File: config.mk
export PLATFORM = sky130hd
export DESIGN_NAME = alu_seq_core
export DESIGN_NICKNAME = d
export VERILOG_FILES = /design/src/rtl/alu_seq_core.sv
export SDC_FILE = /design/constraint.sdc
export NUM_CORES = 1
export LEC_CHECK = 0
export CELL_PAD_IN_SITES_DETAIL_PLACEMENT = 0
export CELL_PAD_IN_SITES_GLOBAL_PLACEMENT = 2
export CORE_MARGIN = 2
export CORE_UTILIZATION = 37
export CTS_CLUSTER_DIAMETER = 200
export DETAILED_ROUTE_END_ITERATION = 12
export HOLD_SLACK_MARGIN = 0.08
export PLACE_DENSITY = 0.92
export SLEW_MARGIN = 20
export SYNTH_ARGS = -nofsm -noshare
export SYNTH_HDL_FRONTEND = slang
export SYNTH_SLANG_ARGS = --single-unit
File: constraint.sdc
create_clock -name clock -period 10.5 [get_ports clock]
set_input_delay 1.05 -clock clock [delete_from_list [all_inputs] [get_ports clock]]
set_output_delay 1.05 -clock clock [all_outputs]
set_load 0.005 [all_outputs]
File: src/rtl/alu_seq_core.sv
// alu_seq_core: single-request ALU with a valid/ready front end.
// Logic and add/sub ops finish in one cycle. MUL is a shift-add loop that
// handles one multiplier bit per cycle, LSB first. Completion is a one-cycle
// operation_done pulse, and result/carry/error hold until the next completion.
module alu_seq_core #(
    parameter int WIDTH    = 32,
    parameter int OP_WIDTH = 8
) (
    input  logic                clock,
    input  logic                reset,
    input  logic [WIDTH-1:0]    operand_a,
    input  logic [WIDTH-1:0]    operand_b,
    input  logic [OP_WIDTH-1:0] operator,
    input  logic                op_valid,
    output logic                op_ready,
    output logic                operation_done,
    output logic [WIDTH-1:0]    result,
    output logic                carry,
    output logic                error,
    output logic [1:0]          fsm_state
);

    // Handshake: a request is taken on a rising edge where op_valid && op_ready.
    // op_ready is high only in IDLE. A requester that sees op_ready low keeps
    // op_valid and its operands steady. Nothing is queued, and a refused request
    // is not an error. Operands and opcode are captured on the accept edge, so
    // later changes on the inputs have no effect on the operation in flight.

    typedef enum logic [1:0] {
        ST_IDLE = 2'd0,
        ST_MUL  = 2'd1,
        ST_DONE = 2'd2
    } state_t;

    localparam int CW = $clog2(WIDTH + 1);
    localparam logic [CW-1:0] CNT_ONE  = CW'(1);
    localparam logic [CW-1:0] CNT_FULL = CW'(WIDTH);

    localparam logic [OP_WIDTH-1:0] OP_ADD  = OP_WIDTH'(1);
    localparam logic [OP_WIDTH-1:0] OP_SUB  = OP_WIDTH'(2);
    localparam logic [OP_WIDTH-1:0] OP_AND  = OP_WIDTH'(3);
    localparam logic [OP_WIDTH-1:0] OP_OR   = OP_WIDTH'(4);
    localparam logic [OP_WIDTH-1:0] OP_XOR  = OP_WIDTH'(5);
    localparam logic [OP_WIDTH-1:0] OP_MUL  = OP_WIDTH'(6);
    localparam logic [OP_WIDTH-1:0] OP_SLTU = OP_WIDTH'(7);

    state_t             state_q, state_d;
    logic [WIDTH-1:0]   mcand_q, mcand_d;    // multiplicand, shifted left each step
    logic [WIDTH-1:0]   mplier_q, mplier_d;  // multiplier, shifted right each step
    logic [WIDTH-1:0]   acc_q, acc_d;
    logic [CW-1:0]      cnt_q, cnt_d;
    logic [WIDTH-1:0]   result_q, result_d;
    logic               carry_q, carry_d;
    logic               error_q, error_d;

    logic [WIDTH:0]     sum_ext;
    logic [WIDTH-1:0]   alu_res;
    logic               alu_carry;
    logic               alu_err;
    logic [WIDTH-1:0]   partial;

    // Single-cycle ALU on the live inputs, used only on an accept edge.
    always_comb begin
        sum_ext   = {1'b0, operand_a} + {1'b0, operand_b};
        alu_res   = '0;
        alu_carry = 1'b0;
        alu_err   = 1'b0;
        case (operator)
            OP_ADD: begin
                alu_res   = sum_ext[WIDTH-1:0];
                alu_carry = sum_ext[WIDTH];
            end
            OP_SUB: begin
                alu_res   = operand_a - operand_b;
                alu_carry = (operand_a < operand_b);
            end
            OP_AND:  alu_res = operand_a & operand_b;
            OP_OR:   alu_res = operand_a | operand_b;
            OP_XOR:  alu_res = operand_a ^ operand_b;
            OP_MUL:  alu_res = '0;  // produced by the shift-add loop instead
            OP_SLTU: alu_res = {{(WIDTH-1){1'b0}}, (operand_a < operand_b)};
            default: alu_err = 1'b1;
        endcase
    end

    // Next-state and datapath updates. Defaults hold every register.
    always_comb begin
        state_d  = state_q;
        mcand_d  = mcand_q;
        mplier_d = mplier_q;
        acc_d    = acc_q;
        cnt_d    = cnt_q;
        result_d = result_q;
        carry_d  = carry_q;
        error_d  = error_q;
        partial  = mplier_q[0] ? mcand_q : '0;
        case (state_q)
            ST_IDLE: begin
                if (op_valid) begin
                    if (operator == OP_MUL) begin
                        state_d  = ST_MUL;
                        mcand_d  = operand_a;
                        mplier_d = operand_b;
                        acc_d    = '0;
                        cnt_d    = CNT_FULL;
                    end else begin
                        state_d  = ST_DONE;
                        result_d = alu_res;
                        carry_d  = alu_carry;
                        error_d  = alu_err;
                    end
                end
            end
            ST_MUL: begin
                acc_d    = acc_q + partial;
                mcand_d  = mcand_q << 1;
                mplier_d = mplier_q >> 1;
                cnt_d    = cnt_q - CNT_ONE;
                // The last multiplier bit is folded straight into result.
                if (cnt_q == CNT_ONE) begin
                    state_d  = ST_DONE;
                    result_d = acc_q + partial;
                    carry_d  = 1'b0;
                    error_d  = 1'b0;
                end
            end
            ST_DONE: state_d = ST_IDLE;
            default: state_d = ST_IDLE;
        endcase
    end

    // State and datapath registers. Reset drops any in-flight operation.
    always_ff @(posedge clock or posedge reset) begin
        if (reset) begin
            state_q  <= ST_IDLE;
            mcand_q  <= '0;
            mplier_q <= '0;
            acc_q    <= '0;
            cnt_q    <= '0;
            result_q <= '0;
            carry_q  <= 1'b0;
            error_q  <= 1'b0;
        end else begin
            state_q  <= state_d;
            mcand_q  <= mcand_d;
            mplier_q <= mplier_d;
            acc_q    <= acc_d;
            cnt_q    <= cnt_d;
            result_q <= result_d;
            carry_q  <= carry_d;
            error_q  <= error_d;
        end
    end

    assign op_ready       = (state_q == ST_IDLE);
    assign operation_done = (state_q == ST_DONE);
    assign result         = result_q;
    assign carry          = carry_q;
    assign error          = error_q;
    assign fsm_state      = state_q;

endmodule
==> summary.txt, run 1 <==
Global route
  – GRT Util Overall: 25.2%
  – Wire length of the first global-routing pass: 70.0 mm
  – Largest net degree at the start of global routing: 83
  – Number of antenna violations at the first check in global routing: 0
  – GR Overflow Total: 0
  – Vias in the first global route: 12,159

Layout
  – Register cell area after layout: 3450 µm²
  – Area growth syn-to-layout: 16.1%
  – Count of placed standard cells in the final layout, fillers left out: 2,203
  – Net total in the final layout: 1,966
  – Footprint of the multi-input gates: 8480 µm²
  – Post-layout instance area: 14,700 µm²
  – Share of cells above drive strength 1: 4.39%
  – Filler cells: 3,382
  – # diodes: 0

STA
  – Endpoints failing hold: 0
  – Post-layout minimum cycle time: 4510 ps
  – Minimum hold slack: 477 ps
  – Measured slew at the worst slew-check pin: 1160 ps
  – Fraction of the cycle the final worst path needs: 43.0%
  – Worst max-slew margin expressed relative to the limit: 22.4%
  – Aggregate negative setup slack: 0 ps
  – Post-Route Skew: 12.6 ps
  – Achievable Freq: 222 MHz
  – Finish-stage setup viols: 0
  – Number of slew-limit violations in the final report: 0
  – Setup repair after global routing missed its margin: no

Route
  – Routed Antenna Nets: 0
  – Via-per-instance ratio: 5.80
  – Post-detailed-route wirelength per cell: 20.2 µm
  – Routed vias: 12,783
  – Routed Wire Length: 44.5 mm
  – First-pass detailed-route iteration total: 5
  – Residual DRC count: 0
  – 1st-iter DRT viols: 1,294

Worst setup path
  – Dominant cell type by count on the critical path: sky130_fd_sc_hd__o31a_1
  – Cells traversed along the worst timing path: clkdlybuf4s50_1 > inv_1 > ha_1 > fa_1 > o21ba_1 > or4_4 > a211oi_2 > o31a_1 > o21ai_2 > o31a_1 > o21ai_0 > a211oi_1 > a22oi_1 > o31ai_1
  – Number of cells on the worst reg-to-reg path: 13
  – Slowest stage cell on the critical path: sky130_fd_sc_hd__clkdlybuf4s50_1
  – Type of element launching the critical path: input pin
  – Number of logic stages on the critical path including buffering: 14
  – Element type at the critical path end: flip-flop
  – Critical path class: input pin to flip-flop
  – WP data arrival: 4820 ps
  – Buffer and inverter count on the worst path: 2
  – Largest driver fanout on the critical path: 6
  – Critical path's top delay family: compound AO/OA/AOI/OAI gates
  – CP required: 10,810 ps
  – Critical Path Max Stage Delay: 590 ps

CTS
  – Clock tree from TritonCTS: built
  – Clk Tree Root Cell: sky130_fd_sc_hd__clkbuf_16
  – Post-cts sizing count: 0
  – Hold Buf Count CTS: 0
  – Clock slew at reported path FFs: 60 ps
  – Clock sink count: 138
  – # Post-CTS Setup Buffers: 0
  – Clock buffer depth: 2
  – CTS Buf Count: 17
  – Clock Latency Late Sink: 460 ps
  – CTS H-tree lvls: 4

Synth
  – Post-Synthesis Cells: 1,687
  – Top-count cell post-synth: sky130_fd_sc_hd__nand2_1
  – Total of warnings raised by yosys: 0
  – Top cells by instance count after synthesis: sky130_fd_sc_hd__nand2_1, sky130_fd_sc_hd__nor2_1, sky130_fd_sc_hd__ha_1, sky130_fd_sc_hd__dfrtp_1, sky130_fd_sc_hd__a21oi_1
  – Post-synth EDFFs: 0
  – Library cell with the largest summed area after synthesis: sky130_fd_sc_hd__dfrtp_1
  – Number of distinct library cells after synthesis: 80
  – Dominant register cell in the synthesized netlist: sky130_fd_sc_hd__dfrtp_1
  – Post-Syn Area per Cell: 7.52 µm²
  – Post-Synthesis Cell Area: 12,700 µm²
  – Share of the synthesized area in the top cell type: 27.2%
  – Synth top area cells: sky130_fd_sc_hd__dfrtp_1, sky130_fd_sc_hd__ha_1, sky130_fd_sc_hd__nand2_1
  – Post-synthesis sequential area ratio: 27.2%
  – Total of flip-flops plus latches after synthesis: 138
  – Syn Nets: 1,911
  – Proportion of synthesized flip-flops having asynchronous set or reset: 100%

Min path
  – Hold Path Class: flip-flop to flip-flop
  – Hold Path Depth: 2

Power
  – Max VDD drop: 0.124 mV
  – Pleak: 0.00681 µW
  – Cell area power density: 120 nW/µm²
  – Total power: 1770 µW

Floorplan
  – Initial cell density of the core: 37.7%
  – Number of placement rows: 67
  – Floorplan die area: 35,800 µm²
  – Std-Cell Core Area: 33,600 µm²
  – Die Height: 189 µm
  – Total I/O pin count: 113
  – X dimension of the die: 189 µm

Run status
  – Run status: completed

Placement
  – Port Buffer Count: 112
  – Placed insts: 2,171
  – Instance area after placement: 14,100 µm²
  – HPWL after DPL: 32.7 mm
  – Final weighted congestion in routability-driven placement: 0.948

Run
  – Max-cap violations: 0
-- final cells by class --
| type | instances | share of cell area [%] |
|---|---|---|
| well taps | 448 | 3.81 |
| inverters | 110 | 2.84 |
| clock buffers | 19 | 3.08 |
| multi-input cells | 1347 | 57.6 |
| flip-flops and latches | 138 | 23.5 |
| repair buffers | 128 | 8.43 |
| clock inverters | 13 | 0.791 |
-- tightest hold or removal path, cell delays in order, from the launching register on --
cell and delay, ps:
sky130_fd_sc_hd__dfrtp_1 340, sky130_fd_sc_hd__nand2_1 40, sky130_fd_sc_hd__o21ai_0 60
-- per-layer routing --
| metal | up-vias | global-route usage (%) | part of all wire, % |
|---|---|---|---|
| li1 | 6063 | - | - |
| met1 | 6185 | 35.3 | 47 |
| met2 | 473 | 37.9 | 44 |
| met3 | 62 | 6.38 | 7.3 |
| met4 | 0 | 7.81 | 2.0 |
| met5 | - | 0 | 0 |
-- logic make-up after synthesis --
family                   share of synthesized area, %
AO/OA/AOI/OAI                                    27.4
XOR/XNOR                                         2.56
adder cells (fa/ha/maj)                          14.9
buffers and inverters                            6.21
flip-flops                                       27.2
multiplexers                                    0.237
AND/OR/NAND/NOR                                  21.5
-- cell usage in the layout (no fill, tap or decap), types with 7 or more instances in the layout --
cell type                         netlist  final
sky130_fd_sc_hd__a211o_1                7      7
sky130_fd_sc_hd__inv_1                108    107
sky130_fd_sc_hd__nor2_1               193    190
sky130_fd_sc_hd__ha_1                 146    146
sky130_fd_sc_hd__dfrtp_1              138    138
sky130_fd_sc_hd__nand2b_1              12     11
sky130_fd_sc_hd__buf_4                  0     16
sky130_fd_sc_hd__a211oi_1              16     16
sky130_fd_sc_hd__a221oi_1              13     13
sky130_fd_sc_hd__o31ai_1               16     16
sky130_fd_sc_hd__o21ai_0               94     94
sky130_fd_sc_hd__nor3_1                19     17
sky130_fd_sc_hd__a22o_1                10     10
sky130_fd_sc_hd__o21bai_1              14     14
sky130_fd_sc_hd__nor2b_1               14     13
sky130_fd_sc_hd__o211ai_1              13     13
sky130_fd_sc_hd__o221ai_1              13     13
sky130_fd_sc_hd__a21oi_1              134    134
sky130_fd_sc_hd__a31oi_1               86     86
sky130_fd_sc_hd__or3_1                  7      7
sky130_fd_sc_hd__and2_1                38     38
sky130_fd_sc_hd__nor4_1                 8      7
sky130_fd_sc_hd__clkdlybuf4s50_1        0    112
sky130_fd_sc_hd__xor2_1                19     19
sky130_fd_sc_hd__xnor2_1               18     18
sky130_fd_sc_hd__o22ai_1               14     14
sky130_fd_sc_hd__a21o_1                33     33
sky130_fd_sc_hd__nand4_1               16     16
sky130_fd_sc_hd__nand2_1              272    272
sky130_fd_sc_hd__nand3_1               20     20
sky130_fd_sc_hd__clkbuf_16              0     17
-- flip-flops by register name, indices dropped and copies added, names as in the netlist --
signal and flops:
acc_q 32, carry 1, cnt_q 6, error 1
fsm_state 2, mcand_q 32, mplier_q 32, result 32
-- stage by stage --
stage / setup WS [ps] / utilization, %
2_1_floorplan: 5750 / -
3_3_place_gp: 5680 / 42.1
3_5_place_dp: 5590 / 42.1
4_1_cts: 6070 / 43.8
5_1_grt: 5820 / 43.8
6_report: 5990 / 43.8
-- report_power, final --
part	switching, µW	total, µW	leakage, µW	internal [µW]
Sequential	63.3	663	0.00176	600
Clock	271	610	0.000276	339
Combinational	292	495	0.00477	203
Total	627	1770	0.00681	1140
-- worst paths after layout --
| path | from | endpoint | slack [ps] |
|---|---|---|---|
| setup reg to reg | mplier_q[0] | result[30] | 6170 |
| setup / recovery | operand_a[0] | carry | 5990 |
| max in group asynchronous | reset | mplier_q[26] | 8000 |
| min in group asynchronous | reset | mcand_q[4] | 1100 |
| hold / removal | result[7] | result[7] | 480 |
| hold reg to reg | result[7] | result[7] | 480 |
Note: power is estimated with default switching activity, not from simulation.
==> run 2: changes to the inputs <==
Settings changed: CORE_UTILIZATION 37 to 31, PLACE_DENSITY 0.92 to 0.83.
Clock period 10.5 ns to 3.99 ns, I/O delays scaled along.
==> summary.txt, run 2 (synthesis results as in run 1) <==
Route
  – Via-per-instance ratio: 5.42 (-6.6%)
  – Routed vias: 12,891 (+0.84%)
  – Routed Wire Length: 47.3 mm (+6.4%)
  – Residual DRC count: 0 (unchanged)
  – 1st-iter DRT viols: 929 (-28%)
  – Total length of routed met2 wires: 20.7 mm (+6.8%)
  – Total length of routed met3 wires: 2.90 mm (-10%)
  – Metal-1 WL: 22.9 mm (+9.0%)
  – First-pass detailed-route iteration total: 7 (+2)
  – Highest metal layer with signal wires: met4
  – Post-detailed-route wirelength per cell: 19.9 µm (-1.5%)
  – Routed Antenna Nets: 0 (unchanged)

Worst setup path
  – Worst setup path startpoint: mcand_q[0]
  – Cells traversed along the worst timing path: and2_1 > ha_1 > fa_1 > a21o_1 > a21o_1 > a21oi_2 > o31ai_1 > o211ai_1 > a21oi_1 > a2111oi_2 > xor2_1 > o31ai_1 > or3b_1
  – Critical path class: flip-flop to flip-flop
  – Number of cells on the worst reg-to-reg path: 13 (unchanged)
  – Type of element launching the critical path: flip-flop
  – Reg-to-Reg End: result[30]
  – Critical Path Max Stage Delay: 450 ps (-140 ps)
  – Buffer and inverter count on the worst path: 0 (-2)
  – CP required: 4330 ps (-6480 ps)
  – Critical register-to-register path startpoint: mcand_q[0]
  – Largest driver fanout on the critical path: 4 (-2)
  – Critical path's top delay family: compound AO/OA/AOI/OAI gates
  – Element type at the critical path end: flip-flop
  – Slowest stage cell on the critical path: sky130_fd_sc_hd__fa_1
  – Worst-case register-to-register setup slack: 170 ps (-6000 ps)
  – WP data arrival: 4160 ps (-660 ps)

CTS
  – Clock sink count: 138 (unchanged)
  – Clk Tree Root Cell: sky130_fd_sc_hd__clkbuf_16
  – Clock buffer depth: 2 (unchanged)
  – Clock slew at reported path FFs: 70 ps (about the same)
  – # Post-CTS Setup Buffers: 0 (unchanged)
  – Hold Buf Count CTS: 0 (unchanged)
  – Clock tree from TritonCTS: built
  – CTS H-tree lvls: 4 (unchanged)
  – CTS Buf Count: 17 (unchanged)
  – Clock Latency Late Sink: 460 ps (about the same)

Floorplan
  – Std-Cell Core Area: 40,600 µm² (+21%)
  – Die Height: 206 µm (+9.1%)
  – Number of placement rows: 74 (+10%)
  – Initial cell density of the core: 31.3% (-6.5 points)
  – Total I/O pin count: 113 (unchanged)
  – X dimension of the die: 206 µm (+9.1%)
  – Floorplan die area: 42,500 µm² (+19%)

STA
  – Setup repair after global routing missed its margin: no
  – Worst max-slew margin expressed relative to the limit: 35.1% (+13 points)
  – Fraction of the cycle the final worst path needs: 95.8%
  – Achievable Freq: 262 MHz
  – Post-Route Skew: 8.49 ps (-4.13 ps)
  – Post-layout minimum cycle time: 3820 ps
  – Endpoints failing hold: 0 (unchanged)
  – Aggregate negative setup slack: 0 ps (unchanged)
  – Number of slew-limit violations in the final report: 0 (unchanged)
  – Measured slew at the worst slew-check pin: 972 ps (-186 ps)
  – Finish-stage setup viols: 0 (unchanged)

Placement
  – Placed insts: 2,348 (+8.2%)
  – Final weighted congestion in routability-driven placement: 0.921 (-2.8%)
  – Port Buffer Count: 112 (unchanged)
  – HPWL after DPL: 36.0 mm (+9.9%)

Min path
  – Hold Startpoint: result[9]
  – Hold Path Depth: 2 (unchanged)
  – Endpoint of the worst hold-timing path: result[9]
  – Hold Path Class: flip-flop to flip-flop

Layout
  – Share of cells above drive strength 1: 9.04% (+4.7 points)
  – Most common cell after layout, fill and taps aside: sky130_fd_sc_hd__nand2_1
  – Filler cells: 4,309 (+27%)
  – # diodes: 0 (unchanged)
  – Most used cells in the layout excluding fill and tap cells: sky130_fd_sc_hd__nand2_1, sky130_fd_sc_hd__nor2_1, sky130_fd_sc_hd__ha_1
  – Area growth syn-to-layout: 22.8%
  – Count of placed standard cells in the final layout, fillers left out: 2,379 (+8.0%)
  – Register cell area after layout: 3450 µm² (unchanged)
  – Footprint of the multi-input gates: 8480 µm² (unchanged)
  – Net total in the final layout: 2,059 (+4.7%)

Power
  – Pleak: 0.00725 µW (+6.5%)
  – Max VDD drop: 0.321 mV (+160%)
  – Cell area power density: 299 nW/µm² (+150%)
  – Total power: 4660 µW (+160%)

Global route
  – GRT Util Overall: 22.7% (-2.5 points)
  – Largest net degree at the start of global routing: 127 (+53%)
  – Wire length of the first global-routing pass: 73.5 mm (+5.0%)
  – Number of antenna violations at the first check in global routing: 1 (+1)
  – Vias in the first global route: 12,610 (+3.7%)
  – GR Overflow Total: 0 (unchanged)

Run status
  – Run status: completed

Run
  – Max-cap violations: 0 (unchanged)
run 2: cell types whose count changed in the layout (fill, tap and decap cells not counted), sizes merged:
cell      previous run  this run
buf                 16       109
bufinv               1         0
clkbuf              19        18
clkinv               7         8
clkinvlp             3         6
inv                112       109
run 2: how the worst max path moves through the flow:
stage	end	slack (ps)	depth (start not counted)
2_1_floorplan	result[30]	680	13
3_3_place_gp	result[21]	-90	14
3_5_place_dp	result[21]	-170	14
4_1_cts	result[30]	100	13
5_1_grt	result[30]	6	13
6_report	result[30]	170	13
run 2: final cells by class:
cell class / instances / share of cell area (%)
clock buffers: 18 / 2.76
flip-flops and latches: 138 / 22.2
repair buffers: 221 / 13.0
clock inverters: 13 / 0.643
well taps: 532 / 4.28
inverters: 110 / 2.68
multi-input cells: 1347 / 54.4
run 2: where the power goes:
group          leakage [µW]  internal [µW]  switching, µW
Combinational       0.00525            612            808
Clock              0.000244            792            719
Sequential          0.00176           1580            150
Total               0.00725           2980           1680
run 2: what timing repair did:
action	CTS	global route
setup endpoints to repair	0	1
hold endpoints to repair	0	0
resized for setup	0	1
run 2: through the flow:
| stage | setup WS [ps] | instance area, µm² | utilization [%] | hold slack (ps) |
|---|---|---|---|---|
| 3_3_place_gp | -92.5 | 15000 | 37.1 | 465 |
| 6_report | 167 | 15600 | 38.4 | 477 |
| 3_5_place_dp | -173 | 15000 | 37.1 | 470 |
| 2_1_floorplan | 682 | 12700 | - | 452 |
| 4_1_cts | 103 | 15600 | 38.4 | 487 |
| 5_1_grt | 5.96 | 15600 | 38.4 | 514 |
run 2: tightest hold or removal path, delay by kind of cell, from the launching register on:
family           cells  cell delay [ps]
flip-flops           1              340
AO/OA/AOI/OAI        1               50
AND/OR/NAND/NOR      1               40
run 2: metal layers:
layer | vias to the layer above | global-route usage [%]
li1 | 6237 | -
met1 | 6234 | 32.2
met2 | 368 | 34.9
met3 | 52 | 4.54
met4 | 0 | 5.99
met5 | - | 0
==> run 3: changes to the inputs <==
--- a/config.mk
+++ b/config.mk
@@ -12,4 +12,5 @@
 export CTS_CLUSTER_DIAMETER = 200
 export DETAILED_ROUTE_END_ITERATION = 12
+export GPL_ROUTABILITY_DRIVEN = 0
 export HOLD_SLACK_MARGIN = 0.08
 export PLACE_DENSITY = 0.83
==> constraint.sdc (replaced) <==
create_clock -name clock -period 3.99 [get_ports clock]
set_input_delay 0.798 -clock clock [delete_from_list [all_inputs] [get_ports clock]]
set_output_delay 0.798 -clock clock [all_outputs]
set_load 0.005 [all_outputs]
==> summary.txt, run 3 (synthesis results as in run 1) <==
Min path
  – Hold Path Depth: 2 (unchanged)
  – Hold Startpoint: result[3]
  – Endpoint of the worst hold-timing path: result[3]
  – Hold Path Class: flip-flop to flip-flop

Worst setup path
  – Type of element launching the critical path: input pin
  – Slowest stage cell on the critical path: sky130_fd_sc_hd__clkdlybuf4s50_1
  – Critical Path Max Stage Delay: 620 ps (+170 ps)
  – CP required: 4310 ps (-20 ps)
  – WP data arrival: 4240 ps (+80 ps)
  – Element type at the critical path end: flip-flop
  – Cells traversed along the worst timing path: clkdlybuf4s50_1 > inv_1 > ha_1 > nor2_1 > o311a_1 > o2111ai_1 > a32oi_2 > a31o_2 > a211oi_1 > o32a_1 > a22oi_1 > o21ai_1 > a31oi_1
  – Number of cells on the worst reg-to-reg path: 13 (unchanged)
  – Critical register-to-register path startpoint: mcand_q[0]
  – Largest driver fanout on the critical path: 5 (+1)
  – Critical path class: input pin to flip-flop
  – Reg-to-Reg End: result[30]
  – Worst-case register-to-register setup slack: 230 ps (+60 ps)

Global route
  – Vias in the first global route: 13,125 (+4.1%)
  – Met1 usage in global routing: 32.6% (+0.44 points)
  – Global routing's busiest layer: met2
  – Largest net degree at the start of global routing: 65 (-49%)
  – Met2 Use GR: 35.1% (+0.20 points)
  – GR Overflow Total: 0 (unchanged)
  – Grt met3 use: 4.10% (-0.44 points)
  – Number of antenna violations at the first check in global routing: 2 (+1)
  – GRT Util Overall: 23.1% (+0.41 points)
  – Wire length of the first global-routing pass: 75.0 mm (+2.0%)

Floorplan
  – Total I/O pin count: 113 (unchanged)
  – Number of placement rows: 74 (unchanged)
  – Std-Cell Core Area: 40,600 µm² (unchanged)
  – Initial cell density of the core: 31.3% (unchanged)
  – Floorplan die area: 42,500 µm² (unchanged)
  – Die Height: 206 µm (unchanged)
  – X dimension of the die: 206 µm (unchanged)

STA
  – Worst max-slew margin expressed relative to the limit: 49.1% (+14 points)
  – Post-layout minimum cycle time: 3920 ps (+95.3 ps)
  – Achievable Freq: 255 MHz (-2.4%)
  – Number of slew-limit violations in the final report: 0 (unchanged)
  – Fraction of the cycle the final worst path needs: 98.2% (+2.4 points)
  – Measured slew at the worst slew-check pin: 757 ps (-215 ps)
  – Post-Route Skew: 10.2 ps (+1.73 ps)
  – Finish-stage setup viols: 0 (unchanged)
  – Endpoints failing hold: 0 (unchanged)

Route
  – Post-detailed-route wirelength per cell: 19.6 µm (-1.7%)
  – Residual DRC count: 0 (unchanged)
  – Routed vias: 13,351 (+3.6%)
  – Routed Antenna Nets: 0 (unchanged)
  – Routed Wire Length: 48.2 mm (+1.9%)
  – 1st-iter DRT viols: 1,063 (+14%)
  – Via-per-instance ratio: 5.41 (about the same)
  – First-pass detailed-route iteration total: 7 (unchanged)

Layout
  – Share of cells above drive strength 1: 13.6% (+4.6 points)
  – Net total in the final layout: 2,146 (+4.2%)
  – Most used cells in the layout excluding fill and tap cells: sky130_fd_sc_hd__nand2_1, sky130_fd_sc_hd__nor2_1, sky130_fd_sc_hd__buf_4
  – Post-layout instance area: 16,300 µm² (+4.8%)
  – Area growth syn-to-layout: 28.7%
  – Most common cell after layout, fill and taps aside: sky130_fd_sc_hd__nand2_1

Power
  – Total power: 4910 µW (+5.4%)
  – Pleak: 0.00770 µW (+6.2%)
  – Max VDD drop: 0.330 mV (+2.8%)
  – Cell area power density: 301 nW/µm² (+0.56%)

CTS
  – Clock tree from TritonCTS: built
  – CTS Buf Count: 17 (unchanged)
  – Clk Tree Root Cell: sky130_fd_sc_hd__clkbuf_16
  – CTS H-tree lvls: 4 (unchanged)
  – Clock buffer depth: 2 (unchanged)
  – Clock sink count: 138 (unchanged)
  – # Post-CTS Setup Buffers: 0 (unchanged)
  – Hold Buf Count CTS: 0 (unchanged)
  – Clock slew at reported path FFs: 60 ps (about the same)
  – Clock Latency Late Sink: 470 ps (about the same)

Run status
  – Run status: completed

Placement
  – HPWL after DPL: 37.3 mm (+3.7%)
  – Instance area after placement: 15,700 µm² (+4.3%)
  – Port Buffer Count: 112 (unchanged)

Run
  – Max-cap violations: 0 (unchanged)
==> run 3: changes by cell type in the layout (fill, tap and decap cells not counted), moves of 2 or more <==
cell,change
sky130_fd_sc_hd__buf_4,+87
sky130_fd_sc_hd__o21ai_0,-4
sky130_fd_sc_hd__bufinv_16,+2
sky130_fd_sc_hd__clkinv_4,-2
sky130_fd_sc_hd__clkinvlp_4,-2
sky130_fd_sc_hd__o21ai_1,+2
sky130_fd_sc_hd__o21ai_2,+2
==> run 3: final cells by class <==
| type | count | area (µm²) |
|---|---|---|
| flip-flops and latches | 138 | 3450 |
| repair buffers | 308 | 2680 |
| well taps | 532 | 666 |
| fillers | 4259 | 24200 |
| multi-input cells | 1347 | 8530 |
| inverters | 110 | 417 |
| diodes | 1 | 2.50 |
| clock inverters | 13 | 148 |
| clock buffers | 17 | 425 |
==> run 3: repair_timing <==
| action | 4_1_cts | 5_1_grt |
|---|---|---|
| resized for setup | 1 | 15 |
| hold endpoints to repair | 0 | 0 |
| pin swaps | 0 | 5 |
| endpoints found under the setup margin | 1 | 17 |
==> run 3: routing by layer <==
| metal | vias to the layer above | wire length, µm |
|---|---|---|
| li1 | 6408 | - |
| met1 | 6401 | 23100 |
| met2 | 452 | 20700 |
| met3 | 88 | 3080 |
| met4 | 2 | 1310 |
| met5 | - | 9 |
==> run 3: power breakdown <==
part | internal (µW) | switching, µW
logic | 687 | 828
registers | 1580 | 151
clock network | 920 | 746
total | 3190 | 1720
==> run 3: worst max path at each step <==
stage / from / to / slack (ps) / cells past startpoint
2_1_floorplan: operand_a[0] / result[22] / 290 / 13
3_3_place_gp: operand_b[1] / result[17] / -410 / 14
3_5_place_dp: operand_b[1] / result[17] / -510 / 14
4_1_cts: operand_b[1] / result[31] / 8 / 15
5_1_grt: operand_b[0] / result[18] / -7 / 17
6_report: operand_b[1] / result[27] / 70 / 13
==> run 3: worst max-delay path, delay by kind of cell <==
family                   cells  cell delay, ps
adder cells (fa/ha/maj)      1             320
AND/OR/NAND/NOR              1              70
AO/OA/AOI/OAI                9            2270
buffers and inverters        2             770
==> run 3: through the flow <==
stage	hold WS (ps)	worst slack [ps]	utilization, %	cells	setup TNS (ps)
2_1_floorplan	452	295	-	1687	0
3_3_place_gp	459	-415	38.7	2435	-5890
3_5_place_dp	470	-506	38.7	2435	-8050
4_1_cts	487	8.49	40.1	2465	0
5_1_grt	500	-6.69	40.2	2465	-6.69
6_report	478	71.7	40.2	2466	0
